[config.mk]
export PLATFORM = sky130hd
export DESIGN_NAME = commit_arbiter
export DESIGN_NICKNAME = d
export VERILOG_FILES = /design/src/rtl/commit_arbiter.sv
export SDC_FILE = /design/constraint.sdc
export NUM_CORES = 1
export LEC_CHECK = 0
export ABC_AREA = 0
export CORE_AREA = 2 2 430 432
export DETAILED_ROUTE_END_ITERATION = 7
export DIE_AREA = 0 0 432 434
export HOLD_SLACK_MARGIN = 0.15
export PLACE_DENSITY = 0.36
export SETUP_SLACK_MARGIN = 0.02
export SLEW_MARGIN = 10
export SYNTH_ARGS = -nofsm -noshare
export SYNTH_HDL_FRONTEND = slang
export SYNTH_SLANG_ARGS = --single-unit
[constraint.sdc]
create_clock -name clk -period 5 [get_ports clk]
set_input_delay 0.75 -clock clk [delete_from_list [all_inputs] [get_ports clk]]
set_output_delay 0.75 -clock clk [all_outputs]
set_load 0.02 [all_outputs]
[src/rtl/commit_arbiter.sv]
`default_nettype none
// ============================================================================
// Module   : commit_arbiter
// Brief    : Round-robin merge of per-unit commit streams into one registered
//            writeback stream, with a source lock for multi-beat instructions.
// Revision : 1.0 - initial release
// ============================================================================
module commit_arbiter #(
    parameter int NUM_INPUTS  = 5,
    parameter int NUM_THREADS = 4,
    parameter int NW_BITS     = 2,
    parameter int NR_BITS     = 5
) (
    input  logic                                  clk,
    input  logic                                  reset,
    input  logic [NUM_INPUTS-1:0]                 in_valid_i,
    output logic [NUM_INPUTS-1:0]                 in_ready_o,
    input  logic [NUM_INPUTS*NW_BITS-1:0]         in_wid_i,
    input  logic [NUM_INPUTS*NUM_THREADS-1:0]     in_tmask_i,
    input  logic [NUM_INPUTS*32-1:0]              in_pc_i,
    input  logic [NUM_INPUTS*NR_BITS-1:0]         in_rd_i,
    input  logic [NUM_INPUTS-1:0]                 in_wb_i,
    input  logic [NUM_INPUTS*NUM_THREADS*32-1:0]  in_data_i,
    input  logic [NUM_INPUTS-1:0]                 in_eop_i,
    output logic                                  out_valid_o,
    input  logic                                  out_ready_i,
    output logic [NW_BITS-1:0]                    out_wid_o,
    output logic [NUM_THREADS-1:0]                out_tmask_o,
    output logic [31:0]                           out_pc_o,
    output logic [NR_BITS-1:0]                    out_rd_o,
    output logic                                  out_wb_o,
    output logic [NUM_THREADS*32-1:0]             out_data_o,
    output logic                                  out_eop_o,
    output logic [$clog2(NUM_INPUTS)-1:0]         out_src_o,
    output logic [63:0]                           instret_o
);

    localparam int SRC_W = $clog2(NUM_INPUTS);
    localparam int DW    = NUM_THREADS * 32;

    localparam logic [0:0] ST_OPEN   = 1'b0;
    localparam logic [0:0] ST_LOCKED = 1'b1;

    logic [0:0]             state_q, state_d;
    logic [SRC_W-1:0]       lock_src_q, lock_src_d;
    logic [SRC_W-1:0]       rr_ptr_q, rr_ptr_d;

    logic                   out_valid_q;
    logic [NW_BITS-1:0]     out_wid_q;
    logic [NUM_THREADS-1:0] out_tmask_q;
    logic [31:0]            out_pc_q;
    logic [NR_BITS-1:0]     out_rd_q;
    logic                   out_wb_q;
    logic [DW-1:0]          out_data_q;
    logic                   out_eop_q;
    logic [SRC_W-1:0]       out_src_q;
    logic [63:0]            instret_q;

    logic                   w_enable;
    logic                   w_grant_vld;
    logic [SRC_W-1:0]       w_grant;
    logic                   w_fire;

    assign w_enable = !out_valid_q || out_ready_i;
    assign w_fire   = !reset && w_enable && w_grant_vld;

    // Lock state register
    always_ff @(posedge clk) begin
        if (reset) begin
            state_q    <= ST_OPEN;
            lock_src_q <= '0;
            rr_ptr_q   <= '0;
        end else begin
            state_q    <= state_d;
            lock_src_q <= lock_src_d;
            rr_ptr_q   <= rr_ptr_d;
        end
    end

    // Next state: any handshake re-arms the lock from that beat's eop.
    // While locked the grant is always lock_src, so rr_ptr stays put.
    always_comb begin
        state_d    = state_q;
        lock_src_d = lock_src_q;
        rr_ptr_d   = rr_ptr_q;
        if (w_fire) begin
            lock_src_d = w_grant;
            state_d    = in_eop_i[w_grant] ? ST_OPEN : ST_LOCKED;
            rr_ptr_d   = (w_grant == SRC_W'(NUM_INPUTS - 1)) ? '0 : w_grant + 1'b1;
        end
    end

    // Grant: locked source only, else first valid scanning up from rr_ptr.
    always_comb begin
        int idx;
        w_grant     = lock_src_q;
        w_grant_vld = 1'b0;
        idx         = 0;
        if (state_q == ST_LOCKED) begin
            w_grant_vld = in_valid_i[lock_src_q];
        end else begin
            for (int k = NUM_INPUTS - 1; k >= 0; k--) begin
                idx = int'(rr_ptr_q) + k;
                if (idx >= NUM_INPUTS) idx = idx - NUM_INPUTS;
                if (in_valid_i[SRC_W'(idx)]) begin
                    w_grant     = SRC_W'(idx);
                    w_grant_vld = 1'b1;
                end
            end
        end
    end

    assign in_ready_o = w_fire ? (NUM_INPUTS'(1) << w_grant) : '0;

    always_ff @(posedge clk) begin
        if (reset) begin
            out_valid_q <= 1'b0;
            out_wid_q   <= '0;
            out_tmask_q <= '0;
            out_pc_q    <= '0;
            out_rd_q    <= '0;
            out_wb_q    <= 1'b0;
            out_data_q  <= '0;
            out_eop_q   <= 1'b0;
            out_src_q   <= '0;
        end else if (w_enable) begin
            out_valid_q <= w_grant_vld;
            if (w_grant_vld) begin
                out_wid_q   <= in_wid_i[int'(w_grant)*NW_BITS +: NW_BITS];
                out_tmask_q <= in_tmask_i[int'(w_grant)*NUM_THREADS +: NUM_THREADS];
                out_pc_q    <= in_pc_i[int'(w_grant)*32 +: 32];
                out_rd_q    <= in_rd_i[int'(w_grant)*NR_BITS +: NR_BITS];
                out_wb_q    <= in_wb_i[w_grant];
                out_data_q  <= in_data_i[int'(w_grant)*DW +: DW];
                out_eop_q   <= in_eop_i[w_grant];
                out_src_q   <= w_grant;
            end
        end
    end

    always_ff @(posedge clk) begin
        if (reset) begin
            instret_q <= '0;
        end else if (out_valid_q && out_ready_i && out_eop_q) begin
            instret_q <= instret_q + 64'd1;
        end
    end

    assign out_valid_o = out_valid_q;
    assign out_wid_o   = out_wid_q;
    assign out_tmask_o = out_tmask_q;
    assign out_pc_o    = out_pc_q;
    assign out_rd_o    = out_rd_q;
    assign out_wb_o    = out_wb_q;
    assign out_data_o  = out_data_q;
    assign out_eop_o   = out_eop_q;
    assign out_src_o   = out_src_q;
    assign instret_o   = instret_q;

endmodule
`default_nettype wire

==> results.json <==
{
  "avgRoutedWirePerCell_um": 25.16,
  "highest_count_cells_in_the_layout_ignoring_fill_and_taps": "1112 x clkdlybuf4s50_1, 384 x nand2_1, 246 x dfxtp_1",
  "timing.critical_path.required_ns": 4.25,
  "drtAntennaViolNets": 0,
  "drc": 0,
  "clock-root-buffer": "clkbuf_16",
  "ctsLongestPathBuffers": 3,
  "via_per_inst": 3.765,
  "post-dp-hpwl_mm": 115.2,
  "timing.max_slew.rel_slack_pct": 43.70,
  "min_period_over_period_pct": 96.48,
  "synth_warnings": 0,
  "holdWs_ns": 0.4620,
  "floorplan.die_area_sq_mm": 0.1875,
  "synth.distinct_cells": 65,
  "cts_hold_repair.buffers": 0,
  "ys_seq_area_share_pct": 31.26,
  "drt_iter0_markers": 1286,
  "detail_route.wirelength_mm": 142.6,
  "timing.setup.critical_path_class": "reg2out",
  "global_route.usage.total_pct": 14.27,
  "start_util_pct": 8.703,
  "hold_path_class": "reg2reg",
  "floorplan.rows": 157,
  "cts-buffers-inserted": 40,
  "netlist_instances": 2138,
  "antenna_found_initial": 32,
  "syn-mean-instance-area_sq_um": 7.429,
  "unrepaired_setup_endpoints_after_global_routing": "true",
  "wire_length_of_the_first_global_routing_pass_mm": 184.5,
  "dieHeight_um": 434,
  "worst_ep_arrival_time_ns": 4.07,
  "finalHoldViolations": 0,
  "grt_pass1_vias": 21160,
  "grt_max_degree": 121,
  "dp_cells": 5568,
  "layout_commonest_cell": "clkdlybuf4s50_1",
  "final_area_sq_mm": 0.03230,
  "total_leakage_power_nw": 11.62,
  "worstSkewPairLatency_ns": 0.64,
  "netlist_area_before_placement_sq_mm": 0.01588,
  "vias": 21340,
  "placeableCoreArea_sq_mm": 0.1825,
  "clock_tree_sinks": 248,
  "area_growth_syn_to_layout_pct": 103.4,
  "io_pins": 1119,
  "cts_htree_levels": 2,
  "clk_pin_slew_worst_paths_ns": 0.05,
  "final_nets": 4133,
  "rd_place_congestion": 0.8647,
  "end_kind": "primary output",
  "timing.critical_path.fanout_max": 4,
  "power_density_mw_per_mm2": 706.6,
  "yosys_most_used_dff": "dfxtp_1",
  "clock_skew_ns": 0.02865,
  "pre_cts_ws_ns": -0.2985,
  "synth_area_leader_cell": "dfxtp_1",
  "maxCapViolCount": 0,
  "yosys.area.top_type_share_pct": 31.26,
  "grt-ovfl-total": 0,
  "x_dimension_of_the_die_um": 432,
  "number_of_flops_mapped_to_enable_cells_by_yosys": 0,
  "final_cells": 5669,
  "slew_violations": 0,
  "placement.cell_area_sq_mm": 0.03045,
  "finalSetupTns_ns": 0,
  "clock.fmax_mhz": 207.3,
  "run_status": "completed",
  "place.port_buffers": 1118,
  "cp-start-kind": "flip-flop",
  "cts_tree": "built",
  "postLayoutSetupSlackWorst_ns": 0.1760,
  "final_period_minus_worst_setup_slack_ns": 4.824,
  "synth.net_count": 3023,
  "drtPass1Iterations": 7,
  "synth_seq_cells": 248,
  "setup_viol": 0,
  "main_area_contributors_after_synthesis": "dfxtp_1 31%, a311oi_1 9.5%, nand2_1 9.1%",
  "worst-slew-pin-transition_ns": 0.8388,
  "final_layout_size_suffix_gt1_share_pct": 8.977,
  "postSynth.asyncResetShare_pct": 0,
  "ir_worst_vdd_uv": 654.3
}
==> report_power, final <==
| group | switching, mW | total (mW) | internal, mW |
|---|---|---|---|
| Sequential | 0.366 | 2.88 | 2.51 |
| Clock | 1.26 | 2.96 | 1.70 |
| Combinational | 10.3 | 17.0 | 6.63 |
==> logic make-up after synthesis <==
family / count (synthesis) / share of synthesized area [%]
AO/OA/AOI/OAI: 789 / 32.85
flip-flops: 248 / 31.26
AND/OR/NAND/NOR: 782 / 23.14
adder cells (fa/ha/maj): 12 / 0.9926
buffers and inverters: 233 / 7.035
XOR/XNOR: 56 / 3.088
multiplexers: 18 / 1.639
==> synth_stat cells, drive strengths merged (3+ instances only) <==
cell type,count
o32ai,3
mux2,4
o21ai,197
and4,8
a221oi,4
nor4,4
nand4,11
mux4,6
a311oi,173
ha,11
o21a,7
a21o,4
o211ai,3
xnor2,21
a21oi,205
nand2b,7
clkbuf,113
and3,191
nand2,385
inv,14
and2,6
nand3,29
or3,17
nor2,101
a22oi,173
dfxtp,248
buf,105
nor3,15
xor2,35
mux2i,8
o31ai,3
nor2b,4
==> sequential cells by signal, indices dropped and copies added (netlist names) <==
signal,count
instret_o,64
lock_src_q,3
out_data_o,128
out_eop_o,1
out_pc_o,32
out_rd_o,5
out_src_o,3
out_tmask_o,4
out_valid_o,1
out_wb_o,1
out_wid_o,2
rr_ptr_q,3
state_q,1
==> metrics by stage <==
step	total power, mW	utilization, %
after floorplan	11.77	-
after global placement	19.33	16.68
after global routing	24.60	17.70
after CTS	23.23	17.59
after detailed placement	19.32	16.68
final	22.82	17.70
==> worst paths after layout <==
kind / start / endpoint / slack [ns] / cells after the start
max: rr_ptr_q[0] / in_ready_o[1] / 0.18 / 16
min: out_src_o[2] / out_src_o[2] / 0.46 / 1
max reg2reg: rr_ptr_q[0] / out_data_o[91] / 0.45 / 16
min reg2reg: out_src_o[2] / out_src_o[2] / 0.46 / 1
==> worst max-delay path, stage by stage (launching register included) <==
cell and delay (ns):
dfxtp_4 0.36, inv_4 0.08, ha_4 0.13, inv_2 0.03
fa_2 0.36, a21oi_4 0.20, mux4_2 0.57, o31ai_4 0.27
buf_4 0.17, nand4b_1 0.13, o211a_2 0.21, nand2b_2 0.06
or2_4 0.28, buf_4 0.16, clkinvlp_4 0.11, and3_4 0.20
buf_6 0.11
==> area by class of cell <==
type / instances / area (sq um)
diodes: 9 / 22.52
repair buffers: 1286 / 12910
fillers: 20640 / 150200
inverters: 15 / 68.82
flip-flops and latches: 248 / 4972
clock inverters: 9 / 127.6
multi-input cells: 1657 / 10020
clock buffers: 60 / 1186
well taps: 2385 / 2984
==> per-layer routing <==
layer	part of all wire [%]	global-route usage, %
met1	37	15.51
met2	51	25.67
met3	7.4	4.224
met4	4.1	5.892
met5	0.024	0
==> what timing repair did <==
action / 4_1_cts / 5_1_grt
cloned: 4 / 0
pin swaps: 11 / 16
setup buffers: 9 / 10
endpoints found under the setup margin: 4 / 5
gates resized for setup: 38 / 26
(Power assumes the default switching activity.)
